==> config.mk <==
export PLATFORM = sky130hd
export DESIGN_NAME = mc_ctrl_fsm_flat
export DESIGN_NICKNAME = d
export VERILOG_FILES = /design/src/rtl/mc_ctrl_pkg.sv /design/src/rtl/mc_ctrl_if.sv /design/src/rtl/mc_alu_dec.sv /design/src/rtl/mc_ctrl_fsm.sv /design/src/flat_wrapper.sv
export SDC_FILE = /design/constraint.sdc
export NUM_CORES = 1
export LEC_CHECK = 0
export CAP_MARGIN = 20
export CORE_UTILIZATION = 30
export DETAILED_ROUTE_END_ITERATION = 12
export HOLD_SLACK_MARGIN = 0.03
export SKIP_LAST_GASP = 1
export SLEW_MARGIN = 15
export SYNTH_ARGS = -nofsm -noshare
export SYNTH_HDL_FRONTEND = slang
export SYNTH_SLANG_ARGS = --single-unit
==> constraint.sdc <==
create_clock -name clk -period 3.25 [get_ports clk]
set_input_delay 0.65 -clock clk [delete_from_list [all_inputs] [get_ports clk]]
set_output_delay 0.65 -clock clk [all_outputs]
set_load 0.02 [all_outputs]
==> src/rtl/mc_ctrl_pkg.sv <==
// Shared encodings for the multi-cycle CPU control FSM: states, opcodes, functs,
// ALU codes, mux selects and the decoded control-word layout.
package mc_ctrl_pkg;

  localparam int unsigned STATE_W    = 4;
  localparam int unsigned OP_W       = 6;
  localparam int unsigned FUNCT_W    = 6;
  localparam int unsigned ALU_CTRL_W = 4;
  localparam int unsigned SRC_B_W    = 2;
  localparam int unsigned PC_SRC_W   = 2;

  typedef enum logic [STATE_W-1:0] {
    S_RESET    = 4'd0,
    S_FETCH    = 4'd1,
    S_DECODE   = 4'd2,
    S_MEM_ADDR = 4'd3,
    S_MEM_RD   = 4'd4,
    S_MEM_WB   = 4'd5,
    S_MEM_WR   = 4'd6,
    S_R_EXEC   = 4'd7,
    S_R_WB     = 4'd8,
    S_BRANCH   = 4'd9,
    S_JUMP     = 4'd10,
    S_I_EXEC   = 4'd11,
    S_I_WB     = 4'd12,
    S_TRAP     = 4'd15
  } state_e;

  localparam logic [OP_W-1:0] OP_RTYPE = 6'b000000;
  localparam logic [OP_W-1:0] OP_LW    = 6'b100011;
  localparam logic [OP_W-1:0] OP_SW    = 6'b101011;
  localparam logic [OP_W-1:0] OP_BEQ   = 6'b000100;
  localparam logic [OP_W-1:0] OP_BNE   = 6'b000101;
  localparam logic [OP_W-1:0] OP_J     = 6'b000010;
  localparam logic [OP_W-1:0] OP_ADDI  = 6'b001000;

  localparam logic [FUNCT_W-1:0] FN_ADD = 6'b100000;
  localparam logic [FUNCT_W-1:0] FN_SUB = 6'b100010;
  localparam logic [FUNCT_W-1:0] FN_AND = 6'b100100;
  localparam logic [FUNCT_W-1:0] FN_OR  = 6'b100101;
  localparam logic [FUNCT_W-1:0] FN_SLT = 6'b101010;

  localparam logic [ALU_CTRL_W-1:0] ALU_AND = 4'b0000;
  localparam logic [ALU_CTRL_W-1:0] ALU_OR  = 4'b0001;
  localparam logic [ALU_CTRL_W-1:0] ALU_ADD = 4'b0010;
  localparam logic [ALU_CTRL_W-1:0] ALU_SUB = 4'b0110;
  localparam logic [ALU_CTRL_W-1:0] ALU_SLT = 4'b0111;

  localparam logic [SRC_B_W-1:0] SRC_B_REG     = 2'b00;
  localparam logic [SRC_B_W-1:0] SRC_B_FOUR    = 2'b01;
  localparam logic [SRC_B_W-1:0] SRC_B_IMM     = 2'b10;
  localparam logic [SRC_B_W-1:0] SRC_B_IMM_SH2 = 2'b11;

  localparam logic [PC_SRC_W-1:0] PC_SRC_ALU    = 2'b00;
  localparam logic [PC_SRC_W-1:0] PC_SRC_ALUOUT = 2'b01;
  localparam logic [PC_SRC_W-1:0] PC_SRC_JUMP   = 2'b10;

  // One decoded control word per cycle
  typedef struct packed {
    logic                  pc_we;
    logic                  ir_we;
    logic                  mdr_we;
    logic                  ab_we;
    logic                  alu_out_we;
    logic                  mem_rd;
    logic                  mem_wr;
    logic                  iord;
    logic                  reg_we;
    logic                  reg_dst;
    logic                  mem_to_reg;
    logic                  alu_src_a;
    logic [SRC_B_W-1:0]    alu_src_b;
    logic [ALU_CTRL_W-1:0] alu_ctrl;
    logic [PC_SRC_W-1:0]   pc_src;
    logic                  done;
    logic                  illegal;
  } ctrl_t;

endpackage

==> src/rtl/mc_ctrl_if.sv <==
// Control bundle between mc_ctrl_fsm (master) and the multi-cycle datapath/memory (slave).
interface mc_ctrl_if;
  import mc_ctrl_pkg::*;

  logic [OP_W-1:0]       opcode;
  logic [FUNCT_W-1:0]    funct;
  logic                  zero;
  logic                  mem_ready;
  logic                  pc_we;
  logic                  ir_we;
  logic                  mdr_we;
  logic                  ab_we;
  logic                  alu_out_we;
  logic                  mem_rd;
  logic                  mem_wr;
  logic                  iord;
  logic                  reg_we;
  logic                  reg_dst;
  logic                  mem_to_reg;
  logic                  alu_src_a;
  logic [SRC_B_W-1:0]    alu_src_b;
  logic [ALU_CTRL_W-1:0] alu_ctrl;
  logic [PC_SRC_W-1:0]   pc_src;
  logic                  done;
  logic                  illegal;
  logic [STATE_W-1:0]    state;

  modport master (
    input  opcode, funct, zero, mem_ready,
    output pc_we, ir_we, mdr_we, ab_we, alu_out_we, mem_rd, mem_wr, iord,
           reg_we, reg_dst, mem_to_reg, alu_src_a, alu_src_b, alu_ctrl,
           pc_src, done, illegal, state
  );

  modport slave (
    output opcode, funct, zero, mem_ready,
    input  pc_we, ir_we, mdr_we, ab_we, alu_out_we, mem_rd, mem_wr, iord,
           reg_we, reg_dst, mem_to_reg, alu_src_a, alu_src_b, alu_ctrl,
           pc_src, done, illegal, state
  );

endinterface

==> src/rtl/mc_alu_dec.sv <==
// R-type funct decoder: maps funct to an ALU operation and flags unsupported functs.
module mc_alu_dec
  import mc_ctrl_pkg::*;
(
  input  logic [FUNCT_W-1:0]    funct,
  output logic [ALU_CTRL_W-1:0] alu_ctrl_c,
  output logic                  valid_c
);

  always_comb begin
    alu_ctrl_c = ALU_ADD;
    valid_c    = 1'b1;
    case (funct)
      FN_ADD:  alu_ctrl_c = ALU_ADD;
      FN_SUB:  alu_ctrl_c = ALU_SUB;
      FN_AND:  alu_ctrl_c = ALU_AND;
      FN_OR:   alu_ctrl_c = ALU_OR;
      FN_SLT:  alu_ctrl_c = ALU_SLT;
      default: valid_c    = 1'b0;
    endcase
  end

endmodule

==> src/rtl/mc_ctrl_fsm.sv <==
// Multi-cycle CPU main control FSM (Moore outputs plus mem_ready/zero qualifiers).
// Define MC_CTRL_BNE_EN to decode bne (opcode 000101) through BRANCH; otherwise it traps.
module mc_ctrl_fsm
  import mc_ctrl_pkg::*;
(
  input  logic       clk,
  input  logic       rst,
  mc_ctrl_if.master  bus
);

  state_e                state_q;
  state_e                state_d;
  logic                  rst_done_q;
  ctrl_t                 ctrl_c;
  logic [ALU_CTRL_W-1:0] dec_alu_ctrl_c;
  logic                  dec_valid_c;

  mc_alu_dec u_alu_dec (
    .funct      (bus.funct),
    .alu_ctrl_c (dec_alu_ctrl_c),
    .valid_c    (dec_valid_c)
  );

  // rst_done_q holds RESET for one extra edge so FETCH starts on the second edge after release
  always_ff @(posedge clk or posedge rst) begin
    if (rst) begin
      state_q    <= S_RESET;
      rst_done_q <= 1'b0;
    end else begin
      state_q    <= state_d;
      rst_done_q <= 1'b1;
    end
  end

  always_comb begin
    state_d         = state_q;
    ctrl_c          = '0;
    ctrl_c.alu_ctrl = ALU_ADD;
    case (state_q)
      S_RESET: begin
        ctrl_c.alu_ctrl = '0;
        if (rst_done_q) state_d = S_FETCH;
      end
      S_FETCH: begin
        ctrl_c.mem_rd    = 1'b1;
        ctrl_c.alu_src_b = SRC_B_FOUR;
        ctrl_c.ir_we     = bus.mem_ready;
        ctrl_c.pc_we     = bus.mem_ready;
        if (bus.mem_ready) state_d = S_DECODE;
      end
      S_DECODE: begin
        ctrl_c.alu_src_b  = SRC_B_IMM_SH2;
        ctrl_c.ab_we      = 1'b1;
        ctrl_c.alu_out_we = 1'b1;
        case (bus.opcode)
          OP_RTYPE:     state_d = S_R_EXEC;
          OP_LW, OP_SW: state_d = S_MEM_ADDR;
          OP_BEQ:       state_d = S_BRANCH;
`ifdef MC_CTRL_BNE_EN
          OP_BNE:       state_d = S_BRANCH;
`endif
          OP_J:         state_d = S_JUMP;
          OP_ADDI:      state_d = S_I_EXEC;
          default:      state_d = S_TRAP;
        endcase
      end
      S_MEM_ADDR: begin
        ctrl_c.alu_src_a  = 1'b1;
        ctrl_c.alu_src_b  = SRC_B_IMM;
        ctrl_c.alu_out_we = 1'b1;
        state_d = (bus.opcode == OP_LW) ? S_MEM_RD : S_MEM_WR;
      end
      S_MEM_RD: begin
        ctrl_c.mem_rd = 1'b1;
        ctrl_c.iord   = 1'b1;
        ctrl_c.mdr_we = bus.mem_ready;
        if (bus.mem_ready) state_d = S_MEM_WB;
      end
      S_MEM_WB: begin
        ctrl_c.reg_we     = 1'b1;
        ctrl_c.mem_to_reg = 1'b1;
        ctrl_c.done       = 1'b1;
        state_d = S_FETCH;
      end
      S_MEM_WR: begin
        ctrl_c.mem_wr = 1'b1;
        ctrl_c.iord   = 1'b1;
        ctrl_c.done   = bus.mem_ready;
        if (bus.mem_ready) state_d = S_FETCH;
      end
      S_R_EXEC: begin
        ctrl_c.alu_src_a = 1'b1;
        ctrl_c.alu_src_b = SRC_B_REG;
        if (dec_valid_c) begin
          ctrl_c.alu_ctrl   = dec_alu_ctrl_c;
          ctrl_c.alu_out_we = 1'b1;
          state_d = S_R_WB;
        end else begin
          state_d = S_TRAP;
        end
      end
      S_R_WB: begin
        ctrl_c.reg_we  = 1'b1;
        ctrl_c.reg_dst = 1'b1;
        ctrl_c.done    = 1'b1;
        state_d = S_FETCH;
      end
      S_BRANCH: begin
        ctrl_c.alu_src_a = 1'b1;
        ctrl_c.alu_src_b = SRC_B_REG;
        ctrl_c.alu_ctrl  = ALU_SUB;
        ctrl_c.pc_src    = PC_SRC_ALUOUT;
`ifdef MC_CTRL_BNE_EN
        ctrl_c.pc_we     = (bus.opcode == OP_BNE) ? ~bus.zero : bus.zero;
`else
        ctrl_c.pc_we     = bus.zero;
`endif
        ctrl_c.done      = 1'b1;
        state_d = S_FETCH;
      end
      S_JUMP: begin
        ctrl_c.pc_src = PC_SRC_JUMP;
        ctrl_c.pc_we  = 1'b1;
        ctrl_c.done   = 1'b1;
        state_d = S_FETCH;
      end
      S_I_EXEC: begin
        ctrl_c.alu_src_a  = 1'b1;
        ctrl_c.alu_src_b  = SRC_B_IMM;
        ctrl_c.alu_out_we = 1'b1;
        state_d = S_I_WB;
      end
      S_I_WB: begin
        ctrl_c.reg_we = 1'b1;
        ctrl_c.done   = 1'b1;
        state_d = S_FETCH;
      end
      S_TRAP: begin
        ctrl_c.illegal = 1'b1;
      end
      default: state_d = S_TRAP;
    endcase
  end

  assign bus.pc_we      = ctrl_c.pc_we;
  assign bus.ir_we      = ctrl_c.ir_we;
  assign bus.mdr_we     = ctrl_c.mdr_we;
  assign bus.ab_we      = ctrl_c.ab_we;
  assign bus.alu_out_we = ctrl_c.alu_out_we;
  assign bus.mem_rd     = ctrl_c.mem_rd;
  assign bus.mem_wr     = ctrl_c.mem_wr;
  assign bus.iord       = ctrl_c.iord;
  assign bus.reg_we     = ctrl_c.reg_we;
  assign bus.reg_dst    = ctrl_c.reg_dst;
  assign bus.mem_to_reg = ctrl_c.mem_to_reg;
  assign bus.alu_src_a  = ctrl_c.alu_src_a;
  assign bus.alu_src_b  = ctrl_c.alu_src_b;
  assign bus.alu_ctrl   = ctrl_c.alu_ctrl;
  assign bus.pc_src     = ctrl_c.pc_src;
  assign bus.done       = ctrl_c.done;
  assign bus.illegal    = ctrl_c.illegal;
  assign bus.state      = STATE_W'(state_q);

endmodule

==> src/flat_wrapper.sv <==
// flat-port wrapper written by rule: the top's interface ports become plain ports
module mc_ctrl_fsm_flat import mc_ctrl_pkg::*;
  (clk, rst, bus_opcode, bus_funct, bus_zero, bus_mem_ready, bus_pc_we, bus_ir_we, bus_mdr_we, bus_ab_we, bus_alu_out_we, bus_mem_rd, bus_mem_wr, bus_iord, bus_reg_we, bus_reg_dst, bus_mem_to_reg, bus_alu_src_a, bus_alu_src_b, bus_alu_ctrl, bus_pc_src, bus_done, bus_illegal, bus_state);
  mc_ctrl_if bus_i ();
  input  logic clk;
  input  logic rst;
  input wire logic [$bits(bus_i.opcode)-1:0] bus_opcode;
  input wire logic [$bits(bus_i.funct)-1:0] bus_funct;
  input wire logic [$bits(bus_i.zero)-1:0] bus_zero;
  input wire logic [$bits(bus_i.mem_ready)-1:0] bus_mem_ready;
  output wire logic [$bits(bus_i.pc_we)-1:0] bus_pc_we;
  output wire logic [$bits(bus_i.ir_we)-1:0] bus_ir_we;
  output wire logic [$bits(bus_i.mdr_we)-1:0] bus_mdr_we;
  output wire logic [$bits(bus_i.ab_we)-1:0] bus_ab_we;
  output wire logic [$bits(bus_i.alu_out_we)-1:0] bus_alu_out_we;
  output wire logic [$bits(bus_i.mem_rd)-1:0] bus_mem_rd;
  output wire logic [$bits(bus_i.mem_wr)-1:0] bus_mem_wr;
  output wire logic [$bits(bus_i.iord)-1:0] bus_iord;
  output wire logic [$bits(bus_i.reg_we)-1:0] bus_reg_we;
  output wire logic [$bits(bus_i.reg_dst)-1:0] bus_reg_dst;
  output wire logic [$bits(bus_i.mem_to_reg)-1:0] bus_mem_to_reg;
  output wire logic [$bits(bus_i.alu_src_a)-1:0] bus_alu_src_a;
  output wire logic [$bits(bus_i.alu_src_b)-1:0] bus_alu_src_b;
  output wire logic [$bits(bus_i.alu_ctrl)-1:0] bus_alu_ctrl;
  output wire logic [$bits(bus_i.pc_src)-1:0] bus_pc_src;
  output wire logic [$bits(bus_i.done)-1:0] bus_done;
  output wire logic [$bits(bus_i.illegal)-1:0] bus_illegal;
  output wire logic [$bits(bus_i.state)-1:0] bus_state;
  assign bus_i.opcode = bus_opcode;
  assign bus_i.funct = bus_funct;
  assign bus_i.zero = bus_zero;
  assign bus_i.mem_ready = bus_mem_ready;
  assign bus_pc_we = bus_i.pc_we;
  assign bus_ir_we = bus_i.ir_we;
  assign bus_mdr_we = bus_i.mdr_we;
  assign bus_ab_we = bus_i.ab_we;
  assign bus_alu_out_we = bus_i.alu_out_we;
  assign bus_mem_rd = bus_i.mem_rd;
  assign bus_mem_wr = bus_i.mem_wr;
  assign bus_iord = bus_i.iord;
  assign bus_reg_we = bus_i.reg_we;
  assign bus_reg_dst = bus_i.reg_dst;
  assign bus_mem_to_reg = bus_i.mem_to_reg;
  assign bus_alu_src_a = bus_i.alu_src_a;
  assign bus_alu_src_b = bus_i.alu_src_b;
  assign bus_alu_ctrl = bus_i.alu_ctrl;
  assign bus_pc_src = bus_i.pc_src;
  assign bus_done = bus_i.done;
  assign bus_illegal = bus_i.illegal;
  assign bus_state = bus_i.state;
  mc_ctrl_fsm u_core (.clk(clk), .rst(rst), .bus(bus_i));
endmodule
# Yosys cells after proc, flatten, opt, wreduce, memory -nomap -nowiden
# Cells that the tools add are included.
[classes]
n_mux = 29
n_eq_ne = 27
reduce_logical = 12
bitwise = 1
[op_table]
columns = ["operator", "n"]
rows = [
  ["== test 6 bit, second input constant", 7],
  ["one-hot mux 4 bit (10 select lines)", 1],
  ["== test 4 bit, second input constant", 6],
  ["one-hot mux 4 bit (5 select lines)", 1],
  ["== test 4 x 3 -> 1 bit, second input constant", 4],
  ["two-way mux 4 bit", 4],
  ["two-way mux 1 bit", 13],
  ["one-hot mux 3 bit (4 select lines)", 1],
  ["one-hot mux 4 bit (3 select lines)", 1],
  ["OR reduction 5 bit", 2],
  ["== test 4 x 2 -> 1 bit, second input constant", 2],
  ["OR reduction 2 bit", 4],
  ["== test 6 x 2 -> 1 bit, second input constant", 1],
  ["== test 6 x 3 -> 1 bit, second input constant", 1],
  ["== test 6 x 4 -> 1 bit, second input constant", 1],
  ["zero test 6 bit", 1],
  ["two-way mux 3 bit", 2],
  ["!= test 2 bit, second input constant", 3],
  ["one-hot mux 2 bit (3 select lines)", 1],
  ["OR reduction 3 bit", 2],
  ["AND reduction 5 bit", 1],
  ["== test 4 x 1 -> 1 bit, second input constant", 1],
  ["zero test 4 bit", 1],
  ["one-hot mux 1 bit (2 select lines)", 2],
  ["other kinds (6)", 6],
]
[word_totals]
in_bits = 16
out_inout_bits = 26
regBits = 5
wordCells = 71

# Depth between registers and ports, before layout
[logic_depth]
ltp_word = 5
mapped_depth = 6
depth_no_buf = 4

# Modules after synthesis
# A second synthesis with hierarchy kept.
[unflattened]
cells_unflattened = 117
area_unflattened_um2 = 810.8
[modules_own_cells]
columns = ["module", "area_per_inst_um2", "seq_area_each_um2", "n_inst", "cells_each"]
rows = [
  ["mc_ctrl_fsm", 713.2, 125.1, 1, 106],
  ["mc_alu_dec", 97.6, 0.0, 1, 11],
]

# Worst setup path before layout
# OpenSTA, ideal clock, no wires.
[synth_path]
path_kind = "in2out"
from = "in bus_funct[2]"
to = "out bus_alu_out_we"
t_required_ns = 2.600
path_buffers = 0
stages = 3
t_arrival_ns = 1.657
setup_slack_ns = 0.943
path_cell_list = "mux2i_1 -> nand3_1 -> o32ai_1"
[synth_via]
elab_chain_cells = 5
word_cells_on_any_way = 9
cone_classes = "eq/ne (5); mux (3); reduce/logical (1)"
[synth_lines]
columns = ["element", "line", "rtl"]
rows = [
  ["start: declaration", "flat_wrapper.sv:8", "input wire logic [$bits(bus_i.funct)-1:0] bus_funct;"],
  ["== test 6 bit", "mc_alu_dec.sv:13", "case (funct)"],
  ["OR reduction 5 bit (no line) *", "n/a", ""],
  ["two-way mux 1 bit *", "mc_alu_dec.sv:13", ""],
  ["two-way mux 1 bit *", "mc_ctrl_fsm.sv:94", "if (dec_valid_c) begin"],
  ["one-hot mux 1 bit (2 select lines) *", "mc_ctrl_fsm.sv:39", "case (state_q)"],
  ["end: declaration", "flat_wrapper.sv:15", "output wire logic [$bits(bus_i.alu_out_we)-1:0] bus_alu_out_we;"],
]
# Every way passes the cells marked *; elsewhere a longest branch is shown, timed or not.

# Worst setup path in the final report
[layout_path]
from = "in bus_funct[5]"
to = "out bus_alu_ctrl[1]"
[layout_via]
elab_chain_cells = 5
word_cells_on_any_way = 10
cone_classes = "eq/ne (5); mux (4); reduce/logical (1)"
[layout_lines]
columns = ["element", "line", "rtl"]
rows = [
  ["== test 6 bit", "mc_alu_dec.sv:13", ""],
  ["OR reduction 5 bit (no line)", "n/a", ""],
  ["two-way mux 1 bit", "mc_alu_dec.sv:13", ""],
  ["two-way mux 3 bit *", "mc_ctrl_fsm.sv:94", ""],
  ["one-hot mux 4 bit (3 select lines) *", "mc_ctrl_fsm.sv:39", ""],
  ["end: declaration", "flat_wrapper.sv:24", "output wire logic [$bits(bus_i.alu_ctrl)-1:0] bus_alu_ctrl;"],
]
# Marked as above.

==> impl_metrics.toml <==
[synth]
synth_enable_flop_cells = 0
synthSimpleGateAreaFrac = 0.392
postSynthCellCount = 117
avgSynthCellArea_um2 = 6.98
yosys.area_share.adder = 0.0123
yosys_warnings = 0
ys_seq_elements = 5
ys.flop_type = "dfrtp_1"
synth_compound_area_frac = 0.247
syn-num-nets = 133
yosysUniqueCellTypes = 40
syn_area_um2 = 817
async_flop_share = 1.00
synth_top_family_by_area = "simple AND/OR/NAND/NOR gates"
synth_xor_area_frac = 0.0429
yosysSeqAreaShare = 0.153
muxShareOfSynthArea = 0.0245

[layout]
fillers = 276
syn_to_final_growth_pct = 51.1
multi_input_area_um2 = 594
diodes = 0
nNetsFinal = 174
ff_latch_area_um2 = 125
drive_gt1_frac = 0.0892
fin_util = 0.490

[timing]
setup_slack_ns = 0.198
finalHoldViolCount = 0
max-slew-margin-rel = 0.542
finalMaxSlewViolations = 0
fin_crit_ns = 3.05
setup_violations = 0
tightestPinTransition_ns = 0.687
fmax_mhz = 328
finClkSkew_ns = 0.00180
min_period_over_period = 0.939
rsz0062_at_grt = "no"
tns_ns = 0

[critical_path]
r2r_start = "u_core.bus.state[1]"
reg2reg_depth = 4
crit_path_start_kind = "input pin"
reg2reg_to = "u_core.bus.state[0]"
cp_max_fo = 3
required_ns = 2.60
cpPeakStageDelay_ns = 0.53
criticalPathCategory = "in2out"
rrSetupSlack_ns = 1.33
setup.worst_path.end_class = "output pin"
crit_path_end = "bus_alu_ctrl[1]"
crit_chain = "clkdlybuf4s50_1 > nor2b_1 > and3_1 > a31oi_1 > or2_2 > clkdlybuf4s50_1"
slowest_stage = "clkdlybuf4s50_1"
startpoint = "bus_funct[5]"
crit_path_frequent_cell = "clkdlybuf4s50_1"
cp.arrival_ns = 2.40

[clock_tree]
clkSinkCount = 5
clock-root-buffer = "clkbuf_4"
cts_tree = "done"
clkTransAtPathRegs_ns = 0.04
clockBufferDepth = 2
cts_max_level = 1
insertion_delay_ns = 0.23
cts_made_buffers = 3
post-cts-setup-buffer-count = 0

[place]
dp_slack_ns = 0.139
hpwlAfterDp_um = 1940
portBuffers = 40
place.gp.congestion = 0.737

[run_status]
outcome = "finished clean"

[power_and_ir_drop]
power_density_nw_per_um2 = 141
vdd.ir_drop.worst_uv = 147
leakage_nw = 0.489
total_power_mw = 0.174

[floorplan]
start_util = 0.324
fp-row-count = 18
fp.coreArea_um2 = 2520
die_y_um = 54.2
io_pins = 42
fp.dieW_um = 54.2
dieArea_um2 = 2940

[global_route]
grt_pass1_vias = 956
grt-ovfl-total = 0
grt_max_degree = 24
track_usage = 0.190
grt_antenna_before_repair = 0
grt_first_pass_wirelength_um = 4120

[routing]
vias = 1023
dr.pass1.iters = 4
wirelength_um = 2500
drc = 0
wire_per_inst_um = 13.3
drt_iter0_drc = 23
viasPerCell = 5.47
ant_nets = 0

[worst_hold_path]
hold_path_class = "in2async"

[flow_run]
maxCapViolCount = 0
synth_stat cells (3+ instances only):
master / instances / area, µm²
nor3b_1: 3 / 22.5
o21ai_0: 7 / 35.0
inv_1: 5 / 18.8
dfrtp_1: 5 / 125
nand2b_1: 3 / 18.8
nand3_1: 5 / 25.0
and3_1: 7 / 43.8
nor2_1: 19 / 71.3
nor3_1: 5 / 25.0
nand2_1: 7 / 26.3
a31oi_1: 3 / 18.8
a21oi_1: 6 / 30.0
clkbuf_8: 4 / 55.1
through the flow:
stage	hold WS (ns)	instance area, µm²	cells
5_1_grt	0.638	1230	187
3_3_place_gp	0.705	1210	183
3_5_place_dp	0.698	1210	183
6_report	0.600	1230	187
4_1_cts	0.594	1230	187
2_1_floorplan	0.429	817	117
kinds of logic (layout without fill, tap and decap cells):
group                      after synthesis  count (layout)
and+or+nand+nor                         61              61
muxes                                    2               2
other                                    2               2
DFF                                      5               5
adders and majority gates                1               1
xor gates and xnor gates                 4               4
buffers and inverters                   13              53
AOI/OAI and AO/OA                       29              29
registers in the layout (all words and copies together), names as in the netlist:
name,flops
u_core.bus.state,4
u_core.rst_done_q,1
worst max-delay path: cells and delay by family:
| family | cells | cell delay (ns) |
|---|---|---|
| simple gates | 3 | 0.69 |
| compound gates | 1 | 0.08 |
| buf+inv | 2 | 0.98 |
layout make-up:
cell class / instances / area share
Clock buffer: 4 / 0.0213
Inverter: 5 / 0.0152
Tap cell: 30 / 0.0304
Sequential cell: 5 / 0.101
Multi-Input combinational cell: 99 / 0.481
Timing Repair Buffer: 44 / 0.351
layout by cell type, fill, tap and decap left out, types with 3 or more instances in the layout:
master           netlist  layout
a21oi_1                6       6
inv_1                  5       5
nor3b_1                3       3
dfrtp_1                5       5
nand2b_1               3       3
clkbuf_4               0       3
o21ai_0                7       7
nor2_1                19      19
buf_4                  2       4
nand2_1                7       7
nor3_1                 5       5
nand3_1                5       5
a31oi_1                3       3
clkdlybuf4s50_1        0      39
and3_1                 7       7
power by group:
group / internal [mW] / switching (mW) / total (mW) / leakage, nW
registers: 0.0632 / 0.000136 / 0.0633 / 0.0466
clock network: 0.0462 / 0.0221 / 0.0683 / 0.0150
logic: 0.0243 / 0.0179 / 0.0423 / 0.428
worst min path at each step:
stage                                to  slack [ns]  depth (start not counted)
floorplan           u_core.bus.state[0]        0.43                          1
global placement    u_core.bus.state[3]        0.71                          2
detailed placement  u_core.bus.state[3]        0.70                          2
CTS                   u_core.rst_done_q        0.59                          2
global route        u_core.bus.state[0]        0.64                          2
finish                u_core.rst_done_q        0.60                          2
routing by layer:
layer  part of all wire  GRT usage  vias to the layer above  wire length, µm
li1                   -          -                      504                -
met1               0.45      0.254                      495             1130
met2               0.51      0.331                       24             1260
met3              0.042    0.00282                        0              104
met4                  0     0.0513                        0                0
met5                  0          0                        -                0
what timing repair did:
| item | in CTS | in global routing |
|---|---|---|
| hold buffers | 0 | 0 |
| endpoints found under the setup margin | 0 | 1 |
| resized for setup | 0 | 1 |
(Power assumes the default switching activity.)
